[src/rtl/mcp_pkg.sv]
// Shared definitions for the multicycle MIPS core: opcodes, FSM state codes, select encodings.
// Latency: n/a (definitions only).
// Backpressure: n/a (definitions only).
package mcp_pkg;

    // Primary opcodes, instr[31:26]
    localparam logic [5:0] OP_RTYPE = 6'b000000;
    localparam logic [5:0] OP_LW    = 6'b100011;
    localparam logic [5:0] OP_SW    = 6'b101011;
    localparam logic [5:0] OP_BEQ   = 6'b000100;
    localparam logic [5:0] OP_BNE   = 6'b000101;
    localparam logic [5:0] OP_ADDI  = 6'b001000;
    localparam logic [5:0] OP_J     = 6'b000010;

    // FSM state encodings; 13..15 are never entered
    localparam logic [3:0] S_FETCH   = 4'd0;
    localparam logic [3:0] S_DECODE  = 4'd1;
    localparam logic [3:0] S_MEMADR  = 4'd2;
    localparam logic [3:0] S_MEMRD   = 4'd3;
    localparam logic [3:0] S_MEMWB   = 4'd4;
    localparam logic [3:0] S_MEMWR   = 4'd5;
    localparam logic [3:0] S_RTYPEEX = 4'd6;
    localparam logic [3:0] S_RTYPEWB = 4'd7;
    localparam logic [3:0] S_BEQEX   = 4'd8;
    localparam logic [3:0] S_ADDIEX  = 4'd9;
    localparam logic [3:0] S_ADDIWB  = 4'd10;
    localparam logic [3:0] S_JEX     = 4'd11;
    localparam logic [3:0] S_BNEEX   = 4'd12;

    // Named view of the same encodings for debug / waveform readability
    typedef enum logic [3:0] {
        ST_FETCH   = S_FETCH,
        ST_DECODE  = S_DECODE,
        ST_MEMADR  = S_MEMADR,
        ST_MEMRD   = S_MEMRD,
        ST_MEMWB   = S_MEMWB,
        ST_MEMWR   = S_MEMWR,
        ST_RTYPEEX = S_RTYPEEX,
        ST_RTYPEWB = S_RTYPEWB,
        ST_BEQEX   = S_BEQEX,
        ST_ADDIEX  = S_ADDIEX,
        ST_ADDIWB  = S_ADDIWB,
        ST_JEX     = S_JEX,
        ST_BNEEX   = S_BNEEX
    } state_t;

    // Next-PC select
    localparam logic [1:0] PCSEL_ALU    = 2'b00;
    localparam logic [1:0] PCSEL_ALUOUT = 2'b01;
    localparam logic [1:0] PCSEL_JUMP   = 2'b10;

    // ALU B operand select
    localparam logic [1:0] BSEL_REG    = 2'b00;
    localparam logic [1:0] BSEL_FOUR   = 2'b01;
    localparam logic [1:0] BSEL_IMM    = 2'b10;
    localparam logic [1:0] BSEL_IMM_SH = 2'b11;

    // ALU operation override
    localparam logic [1:0] ALT_ADD   = 2'b00;
    localparam logic [1:0] ALT_SUB   = 2'b01;
    localparam logic [1:0] ALT_FUNCT = 2'b10;

    // Control word decoded from the current state. pc_we is the unconditional
    // PC write; branch_eq / branch_ne request a write qualified by the zero flag.
    typedef struct packed {
        logic       pc_we;
        logic       branch_eq;
        logic       branch_ne;
        logic [1:0] pc_branch;
        logic       instr_or_data;
        logic       instr_we;
        logic       mem_we;
        logic       reg_dst_rtrd;
        logic       mem_to_reg;
        logic       enable_wrf;
        logic       a_alu;
        logic [1:0] b_alu;
        logic [1:0] alt_ctrl;
    } ctrl_t;

endpackage

[src/rtl/mc_state_dec.sv]
// Purpose: combinational state -> control word decode for the multicycle FSM (MC_BNE_EN adds BNEEX).
// Latency: zero cycles, pure combinational.
// Backpressure: none; the decode has no handshake.
module mc_state_dec
    import mcp_pkg::*;
(
    input  logic [3:0] state_i,
    output ctrl_t      ctrl_o
);

    // Moore decode: every field defaults to 0, so unused encodings assert nothing
    always_comb begin
        ctrl_o = '0;
        case (state_i)
            S_FETCH: begin
                ctrl_o.instr_or_data = 1'b0;
                ctrl_o.instr_we      = 1'b1;
                ctrl_o.a_alu         = 1'b0;
                ctrl_o.b_alu         = BSEL_FOUR;
                ctrl_o.alt_ctrl      = ALT_ADD;
                ctrl_o.pc_branch     = PCSEL_ALU;
                ctrl_o.pc_we         = 1'b1;
            end
            S_DECODE: begin
                // Precompute branch target into ALUOut while the opcode is examined
                ctrl_o.a_alu    = 1'b0;
                ctrl_o.b_alu    = BSEL_IMM_SH;
                ctrl_o.alt_ctrl = ALT_ADD;
            end
            S_MEMADR: begin
                ctrl_o.a_alu    = 1'b1;
                ctrl_o.b_alu    = BSEL_IMM;
                ctrl_o.alt_ctrl = ALT_ADD;
            end
            S_MEMRD: begin
                ctrl_o.instr_or_data = 1'b1;
            end
            S_MEMWB: begin
                ctrl_o.reg_dst_rtrd = 1'b0;
                ctrl_o.mem_to_reg   = 1'b1;
                ctrl_o.enable_wrf   = 1'b1;
            end
            S_MEMWR: begin
                ctrl_o.instr_or_data = 1'b1;
                ctrl_o.mem_we        = 1'b1;
            end
            S_RTYPEEX: begin
                ctrl_o.a_alu    = 1'b1;
                ctrl_o.b_alu    = BSEL_REG;
                ctrl_o.alt_ctrl = ALT_FUNCT;
            end
            S_RTYPEWB: begin
                ctrl_o.reg_dst_rtrd = 1'b1;
                ctrl_o.mem_to_reg   = 1'b0;
                ctrl_o.enable_wrf   = 1'b1;
            end
            S_BEQEX: begin
                ctrl_o.a_alu     = 1'b1;
                ctrl_o.b_alu     = BSEL_REG;
                ctrl_o.alt_ctrl  = ALT_SUB;
                ctrl_o.pc_branch = PCSEL_ALUOUT;
                ctrl_o.branch_eq = 1'b1;
            end
`ifdef MC_BNE_EN
            S_BNEEX: begin
                ctrl_o.a_alu     = 1'b1;
                ctrl_o.b_alu     = BSEL_REG;
                ctrl_o.alt_ctrl  = ALT_SUB;
                ctrl_o.pc_branch = PCSEL_ALUOUT;
                ctrl_o.branch_ne = 1'b1;
            end
`endif
            S_ADDIEX: begin
                ctrl_o.a_alu    = 1'b1;
                ctrl_o.b_alu    = BSEL_IMM;
                ctrl_o.alt_ctrl = ALT_ADD;
            end
            S_ADDIWB: begin
                ctrl_o.reg_dst_rtrd = 1'b0;
                ctrl_o.mem_to_reg   = 1'b0;
                ctrl_o.enable_wrf   = 1'b1;
            end
            S_JEX: begin
                ctrl_o.pc_branch = PCSEL_JUMP;
                ctrl_o.pc_we     = 1'b1;
            end
            default: ctrl_o = '0;
        endcase
    end

endmodule

[src/rtl/mc_controller.sv]
// Purpose: multicycle MIPS control FSM; state register, next-state and write-enable gating (MC_BNE_EN adds bne).
// Latency: one state per cycle; lw 5, sw/R/addi 4, beq/bne/j 3 cycles including FETCH.
// Backpressure: none; the FSM never stalls, and reset_ni low masks every write enable combinationally.
module mc_controller
    import mcp_pkg::*;
(
    input  logic       clk_i,
    input  logic       reset_ni,
    input  logic [5:0] opcode_i6,
    input  logic       zero_i,
    output logic       pc_we_o,
    output logic [1:0] pc_branch_o2,
    output logic       instr_or_data_o,
    output logic       instr_we_o,
    output logic       mem_we_o,
    output logic       reg_dst_rtrd_o,
    output logic       mem_to_reg_o,
    output logic       enable_wrf_o,
    output logic       a_alu_input_o,
    output logic [1:0] b_alu_input_o2,
    output logic [1:0] alu_alt_ctrl_o2,
    output logic       illegal_o,
    output logic [3:0] state_o4
);

    logic [3:0] state_q;
    logic [3:0] state_d;
    logic       illegal;
    ctrl_t      ctrl;

    // State register; reset parks the FSM in FETCH without waiting for a clock
    always_ff @(posedge clk_i or negedge reset_ni) begin
        if (!reset_ni) begin
            state_q <= S_FETCH;
        end else begin
            state_q <= state_d;
        end
    end

    // Next-state logic; unknown opcodes in DECODE and stray encodings fall back to FETCH
    always_comb begin
        state_d = S_FETCH;
        illegal = 1'b0;
        case (state_q)
            S_FETCH:  state_d = S_DECODE;
            S_DECODE: begin
                case (opcode_i6)
                    OP_LW, OP_SW: state_d = S_MEMADR;
                    OP_RTYPE:     state_d = S_RTYPEEX;
                    OP_BEQ:       state_d = S_BEQEX;
                    OP_ADDI:      state_d = S_ADDIEX;
                    OP_J:         state_d = S_JEX;
`ifdef MC_BNE_EN
                    OP_BNE:       state_d = S_BNEEX;
`endif
                    default: begin
                        state_d = S_FETCH;
                        illegal = 1'b1;
                    end
                endcase
            end
            // IR is stable through the instruction, so the opcode still picks load vs store here
            S_MEMADR:  state_d = (opcode_i6 == OP_SW) ? S_MEMWR : S_MEMRD;
            S_MEMRD:   state_d = S_MEMWB;
            S_MEMWB:   state_d = S_FETCH;
            S_MEMWR:   state_d = S_FETCH;
            S_RTYPEEX: state_d = S_RTYPEWB;
            S_RTYPEWB: state_d = S_FETCH;
            S_BEQEX:   state_d = S_FETCH;
            S_ADDIEX:  state_d = S_ADDIWB;
            S_ADDIWB:  state_d = S_FETCH;
            S_JEX:     state_d = S_FETCH;
            default:   state_d = S_FETCH;
        endcase
    end

    mc_state_dec u_state_dec (
        .state_i (state_q),
        .ctrl_o  (ctrl)
    );

    // Write enables are masked while reset is low so nothing is committed mid-abort;
    // selects are left as decoded (FETCH values while in reset).
    assign pc_we_o         = reset_ni & (ctrl.pc_we
                                       | (ctrl.branch_eq &  zero_i)
                                       | (ctrl.branch_ne & ~zero_i));
    assign instr_we_o      = reset_ni & ctrl.instr_we;
    assign mem_we_o        = reset_ni & ctrl.mem_we;
    assign enable_wrf_o    = reset_ni & ctrl.enable_wrf;
    assign illegal_o       = reset_ni & illegal;

    assign pc_branch_o2    = ctrl.pc_branch;
    assign instr_or_data_o = ctrl.instr_or_data;
    assign reg_dst_rtrd_o  = ctrl.reg_dst_rtrd;
    assign mem_to_reg_o    = ctrl.mem_to_reg;
    assign a_alu_input_o   = ctrl.a_alu;
    assign b_alu_input_o2  = ctrl.b_alu;
    assign alu_alt_ctrl_o2 = ctrl.alt_ctrl;
    assign state_o4        = state_q;

endmodule

[config.mk]
export PLATFORM = sky130hd
export DESIGN_NAME = mc_controller
export DESIGN_NICKNAME = d
export VERILOG_FILES = /design/src/rtl/mcp_pkg.sv /design/src/rtl/mc_state_dec.sv /design/src/rtl/mc_controller.sv
export SDC_FILE = /design/constraint.sdc
export NUM_CORES = 1
export LEC_CHECK = 0
export CORE_MARGIN = 2
export CORE_UTILIZATION = 37
export CTS_CLUSTER_SIZE = 28
export DETAILED_ROUTE_END_ITERATION = 8
export GPL_TIMING_DRIVEN = 0
export PLACE_DENSITY = 0.79
export SLEW_MARGIN = 20
export SYNTH_ARGS = -nofsm -noshare
export SYNTH_HDL_FRONTEND = slang
export SYNTH_SLANG_ARGS = --single-unit
export TNS_END_PERCENT = 100
[constraint.sdc]
create_clock -name clk_i -period 1.5 [get_ports clk_i]
set_clock_uncertainty 0.2 [all_clocks]
set_input_delay 0.3 -clock clk_i [delete_from_list [all_inputs] [get_ports clk_i]]
set_output_delay 0.3 -clock clk_i [all_outputs]
set_load 0.02 [all_outputs]
==> reports/metrics.yaml, run 1 <==
outcome: "aborted with a tool error"
failing_step: "global routing (5_1_grt)"
stop_error: "[ERROR DPL-0033] detailed placement checks failed during check placement."
start_util: 0.392
syn-instance-count: 66
endpoint_type: "primary output"
cts_buffer_depth: 2
die_width_um: 40.9
worst_endpoint: "pc_we_o"
synth_seq_cells: 4
fp.dieH_um: 40.9
numCtsBuffers: 3
cts_max_level: 1
fp-row-count: 13
clock-sinks: 4
io_buffer_count: 27
grt_max_degree: 11
root_buffer: "clkbuf_4"
syn_avg_cell_area_um2: 7.64
syn_area_um2: 504
synth_nets: 75
ys_seq_area_frac: 0.199
dp_hpwl_um: 1150
io_pins: 28
antenna_found_initial: 0
yosysWarnings: 0
yosysUniqueCellTypes: 30
place.gp.congestion: 0.827
## cell families after synthesis
family,count (synthesis),share of synthesized area
compound gates,14,0.223
buf+inv,8,0.102
xor+xnor,5,0.0868
simple gates,35,0.390
flops,4,0.199
## through the flow
step	instances	hold WS, ns	instance area (um^2)	setup slack (ns)	setup TNS [ns]
4_1_cts	136	0.365	1170	-0.438	-4.60
3_5_place_dp	108	0.351	900	-1.16	-10.25
3_3_place_gp	108	0.350	900	-1.15	-10.07
2_1_floorplan	66	-0.196	611	-0.256	-1.07
## synthesized netlist by cell type
cell	number	area share
o221ai_1	1	0.017
xor2_1	5	0.087
o211ai_1	1	0.015
nor4b_1	1	0.017
nor4_1	2	0.025
dfrtp_1	4	0.20
nand2b_4	1	0.027
nand2b_1	4	0.050
nand2_1	1	0.0074
o21ai_1	3	0.030
buf_2	2	0.020
nand4_1	1	0.012
a32oi_1	1	0.017
nor2b_1	1	0.012
inv_2	2	0.015
o21ai_0	2	0.020
nor3b_1	1	0.015
a211oi_2	2	0.050
nand3_1	2	0.020
o22a_1	1	0.017
buf_4	1	0.015
nor3_1	7	0.069
a21oi_1	1	0.0099
buf_6	2	0.045
a221oi_2	1	0.030
o2111ai_1	1	0.017
and3b_1	1	0.017
inv_1	1	0.0074
and3_1	4	0.050
nor2_1	9	0.067
## timing repair
action,CTS
hold endpoints to repair,4
buffers inserted,24
gates resized for setup,118
pin swaps,5
endpoints found under the setup margin,20
hold buffers,1
==> inputs of run 2 (changes only) <==
--- a/config.mk
+++ b/config.mk
@@ -5,12 +5,11 @@
 export SDC_FILE = /design/constraint.sdc
 export NUM_CORES = 1
 export LEC_CHECK = 0
-export CORE_MARGIN = 2
-export CORE_UTILIZATION = 37
-export CTS_CLUSTER_SIZE = 28
+export CORE_AREA = 2 2 63 65
 export DETAILED_ROUTE_END_ITERATION = 8
+export DIE_AREA = 0 0 65 67
 export GPL_TIMING_DRIVEN = 0
-export PLACE_DENSITY = 0.79
+export PLACE_DENSITY_LB_ADDON = 0.15
 export SLEW_MARGIN = 20
 export SYNTH_ARGS = -nofsm -noshare
 export SYNTH_HDL_FRONTEND = slang
==> reports/metrics.yaml, run 2 <==
yosysUniqueCellTypes: 30  # unchanged
die_width_um: 65  # +59%
async_reset_ff_frac: 1.00  # unchanged
powerDensity_mw_per_mm2: 1600
core_area_mm2: 0.00361
io_pins: 28  # unchanged
arrival_ns: 1.38
total_leakage_power_nw: 0.626
max_freq_mhz: 531
antenna_found_initial: 0
syn-instance-count: 66  # unchanged
ant_nets: 0
start_util: 0.140  # -0.253
fin_cells: 176
reg2regPathDepth: 7
clockPowerShare: 0.096
timing.max_cap.violations: 0
cts_buffer_depth: 2  # unchanged
yosysWarnings: 0  # unchanged
synth_seq_cells: 4  # unchanged
placedCellCount: 141  # +31%
p_sw_mw: 0.979
yosysTopAreaCellShare: 0.199  # unchanged
hold_path_depth: 4
vias: 746
yosysTopAreaCell: "dfrtp_1"
yosys-top-cells-count: "9 x nor2_1, 7 x nor3_1, 5 x xor2_1"
outcome: "complete, but fails checks"
grt_overflow: 0
synth_nets: 75  # unchanged
final_util: 0.401
synthTopCellsByArea: "dfrtp_1 20%, xor2_1 8.7%, nor3_1 6.9%"
grt.total_usage: 0.104
grt_setup_unrepaired: "true"
hp-class: "primary input to register"
synthFlopType: "dfrtp_1"
violations: "setup timing"
largest_register_ffs: 4
place.gp.congestion: 0.764  # -7.7%
finalSetupViolCount: 16
dp_hpwl_um: 1400  # +22%
fin_crit_sh: 1.26
synth_most_common_cell: "nor2_1"
multi_input_area_um2: 588
worst_pin_slew_ns: 0.341
critPathKind: "register to output port"
nets: 139
grt_first_pass_wirelength_um: 3440
insertion_delay_ns: 0.22
wl_per_cell_um: 12.9
cp.required_ns: 1.00
antenna_cells: 0
synth_edf_count: 0  # unchanged
fp-row-count: 22  # +9
tns_ns: -4.55
maxSlewViolCount: 0
drcViolationCount: 0
start_kind: "register"
root_buffer: "clkbuf_8"
wl_um: 2280
relSlewSlack: 0.772
die_area_mm2: 0.00436
grt_pass1_vias: 763
ys_seq_area_frac: 0.199  # unchanged
post_drt_via_cell_ratio: 4.24
seqPwrFrac: 0.091
combPwrFrac: 0.813
clock-sinks: 4  # unchanged
fill_cells: 367
cts_tree: "built"
dr.pass1.iters: 3
fin_ws_ns: -0.384
internal_power_mw: 1.33
cts_max_level: 1  # unchanged
syn_avg_cell_area_um2: 7.64  # unchanged
numCtsBuffers: 3  # unchanged
drive_gt1_frac: 0.813
drtIter0Drc: 15
layout_commonest_cell: "buf_6"
grt_max_degree: 11
endpoint_kind: "output port"
syn_area_um2: 504  # unchanged
post-route-min-period_ns: 1.88
syn_to_final_growth_pct: 187
path_clk_slew_ns: 0.03
fp.dieH_um: 67  # +64%
hold_violations: 0
register_area_um2: 105
p_sw_frac: 0.424
vdd_drop_max_mv: 0.480
final_cell_mix: "25 x buf_6, 22 x buf_4, 6 x nor2_4"
crit_fanout: 10
io_buffer_count: 27  # unchanged
## run 2: cell counts after synthesis
Identical to the previous run, type by type.
## run 2: power groups by stage
| stage | logic, mW | registers [mW] | clock network [mW] |
|---|---|---|---|
| finish | 1.88 | 0.210 | 0.222 |
| global route | 1.97 | 0.217 | 0.239 |
| CTS | 1.63 | 0.201 | 0.229 |
| detailed placement | 1.16 | 0.209 | 0 |
| global placement | 1.16 | 0.208 | 0 |
| floorplan | 0.715 | 0.239 | 0 |
## run 2: kinds of logic (layout without fill, tap and decap cells)
logic type,count (synthesis),count (layout),share of synthesized area
simple gates,35,35,0.390
compound gates,14,14,0.223
buf+inv,8,70,0.102
xor+xnor,5,5,0.0868
flops,4,4,0.199
## run 2: path summary, 6_finish.rpt
kind / from / endpoint / slack, ns
setup / recovery: state_o4[0]$_DFF_PN0_ / pc_we_o / -0.38
hold / removal: opcode_i6[5] / state_o4[0]$_DFF_PN0_ / 0.20
setup reg to reg: state_o4[1]$_DFF_PN0_ / state_o4[0]$_DFF_PN0_ / -0.06
hold reg to reg: state_o4[3]$_DFF_PN0_ / state_o4[0]$_DFF_PN0_ / 0.51
max in group asynchronous: reset_ni / state_o4[0]$_DFF_PN0_ / 0.43
min in group asynchronous: reset_ni / state_o4[1]$_DFF_PN0_ / 0.49
## run 2: cell type report
type                            count  area share
Buffer                              5      0.0562
Inverter                            3      0.0112
Multi-Input combinational cell     54       0.407
Clock buffer                        3      0.0285
Sequential cell                     4      0.0727
Tap cell                           48      0.0415
Timing Repair Buffer               59       0.383
## run 2: worst max-delay path, stage by stage, from the launching register on
cell and delay [ns]:
dfrtp_2 0.47, buf_12 0.18, nor2_4 0.11, o21ai_2 0.06, a211oi_2 0.17, buf_4 0.17
## run 2: metrics by stage
stage          worst slack, ns  total power, mW  area [um^2]  hold WS [ns]
4_1_cts                 -0.405             2.06         1300         0.196
3_5_place_dp             -1.22             1.37          941         0.366
6_report                -0.384             2.31         1450         0.203
3_3_place_gp             -1.22             1.37          941         0.365
5_1_grt                 -0.436             2.43         1450         0.224
2_1_floorplan           -0.256            0.954          611        -0.196
## run 2: routing by layer
layer	wire [um]	vias up	global-route usage
met5	0	-	0
met4	35	0	0.0399
met3	104	4	0.0236
met2	1190	25	0.195
met1	942	352	0.112
li1	-	365	-
## run 2: repair_timing
action / 4_1_cts / 5_1_grt
setup buffers: 28 / 9
resized for setup: 147 / 28
hold buffers: 1 / 0
pin swaps: 13 / 12
endpoints found under the hold margin: 4 / 0
setup endpoints to repair: 21 / 22
(Power assumes the default switching activity.)
